--- src/rtl/led_seq_pkg.sv ---
// led_seq_pkg: mode encodings and bounce direction shared by the LED sequencer
package led_seq_pkg;
  localparam logic [1:0] MODE_BOUNCE = 2'd0;
  localparam logic [1:0] MODE_ROTATE = 2'd1;
  localparam logic [1:0] MODE_BLINK  = 2'd2;
  localparam logic [1:0] MODE_BINARY = 2'd3;
  typedef enum logic {UP, DOWN} dir_t;
endpackage

--- src/rtl/led_prescaler.sv ---
// led_prescaler: DIV+1 cycle tick generator with pause and synchronous clear
module led_prescaler #(
  parameter int DIV_W = 23
) (
  input  logic             clk,
  input  logic             rst,
  input  logic [DIV_W-1:0] div,
  input  logic             pause,
  input  logic             clr,
  output logic             tick
);
  logic [DIV_W-1:0] cnt;
  always_comb tick = !pause && cnt >= div;
  always_ff @(posedge clk or posedge rst)
    if (rst) cnt <= '0;
    else if (clr) cnt <= '0;
    else if (!pause) cnt <= tick ? '0 : cnt + 1'b1;
endmodule

--- src/rtl/led_seq.sv ---
// led_seq: N_LED pattern sequencer (bounce/rotate/blink/binary) with pause and PWM brightness
module led_seq
  import led_seq_pkg::*;
#(
  parameter int N_LED = 4,
  parameter int DIV_W = 23,
  parameter int PWM_W = 4
) (
  input  logic             CLK,
  input  logic             RST,
  input  logic [1:0]       MODE,
  input  logic             MODE_VLD,
  input  logic [DIV_W-1:0] DIV,
  input  logic             PAUSE,
  input  logic [PWM_W-1:0] BRIGHT,
  output logic [N_LED-1:0] LED,
  output logic             STEP
);
  localparam int PW = N_LED > 1 ? $clog2(N_LED) : 1;
  localparam logic [PW-1:0] LAST = PW'(N_LED - 1);
  logic             tick;
  logic [1:0]       mode_q;
  logic [PW-1:0]    pos;
  dir_t             dir;
  logic             phase;
  logic [N_LED-1:0] count;
  logic [N_LED-1:0] pattern;
  logic [PWM_W-1:0] pwm_cnt;
  logic             en;
  led_prescaler #(.DIV_W(DIV_W)) u_pre (
    .clk  (CLK),
    .rst  (RST),
    .div  (DIV),
    .pause(PAUSE),
    .clr  (MODE_VLD),
    .tick (tick)
  );
  always_comb begin
    pattern = mode_q == MODE_BLINK  ? {N_LED{phase}} :
              mode_q == MODE_BINARY ? count : N_LED'(1) << pos;
    en = (&BRIGHT) || (pwm_cnt < BRIGHT);
  end
  always_ff @(posedge CLK or posedge RST)
    if (RST) begin
      mode_q <= MODE_BOUNCE;
      pos    <= '0;
      dir    <= UP;
      phase  <= 1'b0;
      count  <= '0;
    end else if (MODE_VLD) begin
      mode_q <= MODE;
      pos    <= '0;
      dir    <= UP;
      phase  <= 1'b0;
      count  <= '0;
    end else if (tick) begin
      if (mode_q == MODE_BOUNCE) begin
        if (N_LED == 1) pos <= '0;
        else if (dir == UP) begin
          if (pos == LAST) begin
            dir <= DOWN;
            pos <= LAST - 1'b1;
          end else pos <= pos + 1'b1;
        end else if (pos == '0) begin
          dir <= UP;
          pos <= PW'(1);
        end else pos <= pos - 1'b1;
      end else if (mode_q == MODE_ROTATE) pos <= pos == LAST ? '0 : pos + 1'b1;
      else if (mode_q == MODE_BLINK) phase <= ~phase;
      else count <= count + 1'b1;
    end
  // a tick coinciding with a mode change is discarded, so it must not pulse STEP
  always_ff @(posedge CLK or posedge RST)
    if (RST) begin
      pwm_cnt <= '0;
      LED     <= '0;
      STEP    <= 1'b0;
    end else begin
      pwm_cnt <= pwm_cnt + 1'b1;
      LED     <= en ? pattern : '0;
      STEP    <= tick && !MODE_VLD;
    end
endmodule

--- config.mk ---
export PLATFORM = sky130hd
export DESIGN_NAME = led_seq
export DESIGN_NICKNAME = d
export VERILOG_FILES = /design/src/rtl/led_seq_pkg.sv /design/src/rtl/led_prescaler.sv /design/src/rtl/led_seq.sv
export SDC_FILE = /design/constraint.sdc
export NUM_CORES = 1
export LEC_CHECK = 0
export BUFFER_PORTS_ARGS = -buffer_cell sky130_fd_sc_hd__buf_2
export CORE_ASPECT_RATIO = 1.75
export CORE_MARGIN = 2
export CORE_UTILIZATION = 50
export CTS_CLUSTER_SIZE = 8
export DETAILED_ROUTE_END_ITERATION = 8
export PLACE_DENSITY_LB_ADDON = 0.3
export SETUP_SLACK_MARGIN = 0.4
export SYNTH_ARGS = -nofsm -noshare
export SYNTH_HDL_FRONTEND = slang
export SYNTH_SLANG_ARGS = --single-unit
export TNS_END_PERCENT = 5
--- constraint.sdc ---
create_clock -name CLK -period 4.9 [get_ports CLK]
set_input_delay 0.735 -clock CLK [delete_from_list [all_inputs] [get_ports CLK]]
set_output_delay 0.735 -clock CLK [all_outputs]
set_load 0.005 [all_outputs]
==> impl_results.md <==
* Wire length per cell at 13.6 um
* Total power at 653 uW
* Layout cells sized above 1 at 15.6%
* Mean Syn Cell Area at 9.08 um^2
* Post-CTS Resized at 0
* Post-route ant nets at 0
* Synth top area cells: dfrtp_1, ha_1, nor2_1, inv_1, xnor2_1
* Clk Latency, worst-skew pair at 290 ps
* Critical path type: in -> reg
* Post-CTS Repair Setup Buffers at 0
* Reg2Reg Setup Slack at 2380 ps
* Die W at 59.9 um
* CTS Buf Count at 5
* ANT cells at 0
* # H-tree levels at 2
* Crit. Startpoint: DIV[16]
* Lkg Pwr at 1.57 nW
* Antenna violations before repair at 0
* Gr ovfl total at 0
* Root Buffer: clkbuf_8
* Pin count of the biggest net entering global routing at 43
* CTS hold repair buffers at 0
* Vias in the first global route at 2186
* First-pass GRT wire length at 9.37 mm
* Top_reg_cell synth: dfrtp_1
* Reg2Reg Capture Point: pos[1]$_DFFE_PP0P_
* Crit path DAT at 2790 ps
* Site row count at 35
* Port Buffers at 37
* Slowest-stage cell, CP: a221o_1
* Overall routing resource usage at 20.0%
* Critical Path RT at 5080 ps
* Leading area contributor after synthesis: dfrtp_1
* IO Pins at 38
* CTS tree: done
* Max transition margin at 64.3%
* Syn nets at 368
* Critical path launch point type: input pin
* Syn-to-layout area delta at 11.7%
* Final Hold Fails at 0
* Yosys top cell area share at 38.5%
* Setup Skew at 5.39 ps
* Total die area at 0.00610 mm^2
* DRC errors left at 0
* Hold Crit Class: reg -> reg
* First-pass iteration count of the detailed router at 4
* Async set-reset flop share out of synthesis at 100%
* Mean number of vias per cell at 5.53
* Worst r2r src: u_pre.cnt[16]$_DFFE_PP0P_
* MaxCap Viol Count at 0
* Worst r2r path cells at 8
* Core Footprint at 0.00526 mm^2
* RSZ-0062 raised after global routing: no
* Crit path capture type: flop
* CTS clk-pin slew, worst paths at 80 ps
* PwrDens at 214 mW/mm^2
* Number of flops mapped to enable cells by yosys at 0
* Number of synthesized register bits at 42
* Minimum clock period at 2610 ps
* Final TNS setup at 0 ps
* CP peak stage delay at 380 ps
* Slew Limit Fails at 0
* HPWL Detailed at 4.21 mm
* Starting Density at 52.0%
* Final wirelength at 5.38 mm
* Initial DRC count at 41
* Final setup vio count at 0
* Yosys warnings at 0
* Max FO, Critical Path at 8
* Tcrit/Tclk final at 53.3%
* Outcome: complete, no violations
* Layout net count at 406
* Post-synthesis cell area at 0.00273 mm^2
* Max Clock Freq at 383 MHz
* Clock Path Buffers at 2
* Sequential share of the synthesized area at 38.5%
* Mapped Cells at 301
* Netlist cell types at 45
* Sink Count at 42
* Die height at 102 um
* End point of the critical path: pos[1]$_DFFE_PP0P_
* # fillers at 503
* Slew of the pin with the lowest slew margin at 522 ps
* Gpl congestion at 0.841
* Routed vias at 2186
* Critical-path cell list: buf_2 > inv_1 > ha_1 > a21oi_1 > o21ai_0 > a221o_1 > a41oi_2 > and2_1 > or3_4 > mux2_4
* Peak VDD IR at 0.142 mV
-- where the power goes --
part           leakage, nW  internal, mW  total, mW  switching, mW
logic                0.952        0.0271     0.0634         0.0363
registers            0.572         0.352      0.359        0.00731
clock network       0.0482         0.114      0.231          0.117
-- cell type report --
| cell class | count | area, um^2 | share of cell area (%) |
|---|---|---|---|
| Multi-Input combinational cell | 211 | 1490 | 48.9 |
| Sequential cell | 42 | 1050 | 34.4 |
| Timing Repair Buffer | 39 | 200 | 6.56 |
| Inverter | 40 | 150 | 4.92 |
| Clock buffer | 7 | 86.3 | 2.83 |
| Tap cell | 55 | 68.8 | 2.25 |
| Clock inverter | 1 | 5.00 | 0.164 |
-- worst min-delay path by stage --
stage	startpoint	endpoint	slack [ps]	cells after the start
2_1_floorplan	pwm_cnt[0]$_DFF_PP0_	pwm_cnt[0]$_DFF_PP0_	430	1
4_1_cts	pwm_cnt[0]$_DFF_PP0_	pwm_cnt[0]$_DFF_PP0_	480	1
3_3_place_gp	pwm_cnt[0]$_DFF_PP0_	pwm_cnt[0]$_DFF_PP0_	460	1
3_5_place_dp	pwm_cnt[0]$_DFF_PP0_	pwm_cnt[0]$_DFF_PP0_	470	1
5_1_grt	pwm_cnt[0]$_DFF_PP0_	pwm_cnt[0]$_DFF_PP0_	500	1
6_report	pwm_cnt[0]$_DFF_PP0_	pwm_cnt[0]$_DFF_PP0_	480	1
-- cell usage after synthesis (2+ instances only) --
cell      instances
and4_1            2
xor2_1            9
nor3_1            3
nor2_1           45
a21boi_0          2
nand3_1          16
a21o_1            3
mux2i_1           2
nand4_1           8
nor2b_1           2
nand2b_1          5
and3_1            2
xnor2_1          16
buf_2             2
inv_1            40
a211oi_1          6
nor4_1            2
dfrtp_1          42
o21ai_0           4
ha_1             34
clkbuf_1          4
nand2_1          13
a21oi_1          17
-- cells in the final DEF, fill, tap and decap left out, drive strengths merged, types with 6 or more instances in the layout --
cell type and instances:
ha 34, dfrtp 42, nand4 8, nor2 45, clkbuf 7, inv 40, a21oi 17, xnor2 16
buf 39, nand2 13, a211oi 6, xor2 9, nand3 16
-- cells by family (layout without fill, tap and decap cells) --
family | after synthesis | count (layout) | share of synthesized area, %
XOR/XNOR | 25 | 25 | 8.01
adder cells (fa/ha/maj) | 34 | 34 | 15.6
AND/OR/NAND/NOR | 103 | 103 | 18.1
flip-flops | 42 | 42 | 38.5
AO/OA/AOI/OAI | 45 | 45 | 11.2
buffers and inverters | 48 | 87 | 6.96
multiplexers | 4 | 4 | 1.69
-- flip-flops by register name, indices dropped and copies added, names as in the netlist --
| signal | cells |
|---|---|
| u_pre.cnt | 23 |
| LED | 4 |
| count | 4 |
| pwm_cnt | 4 |
| mode_q | 2 |
| pos | 2 |
| STEP | 1 |
| dir | 1 |
| phase | 1 |
-- through the flow --
| stage | worst slack, ps | cell area, um^2 | hold slack [ps] | cells | utilization [%] |
|---|---|---|---|---|---|
| after floorplan | 2300 | 2730 | 434 | 301 | - |
| after global placement | 2030 | 2960 | 462 | 387 | 56.4 |
| after detailed placement | 1960 | 2960 | 472 | 387 | 56.4 |
| after CTS | 2270 | 3050 | 483 | 395 | 58.1 |
| after global routing | 2070 | 3050 | 500 | 395 | 58.1 |
| final | 2290 | 3050 | 476 | 395 | 58.1 |
-- critical path: cells and delay by family --
kind                     cells  cell delay [ps]
AO/OA/AOI/OAI                4              840
AND/OR/NAND/NOR              2              530
adder cells (fa/ha/maj)      1              290
multiplexers                 1              290
buffers and inverters        2              110
-- layer usage --
layer	up-vias	GRT usage (%)	routed length (um)
met3	19	3.32	158
met1	1031	21.6	2130
li1	1091	-	-
met2	45	35.5	2870
met5	-	0	0
met4	0	10.9	225
Power figures use the tool's default switching activity.
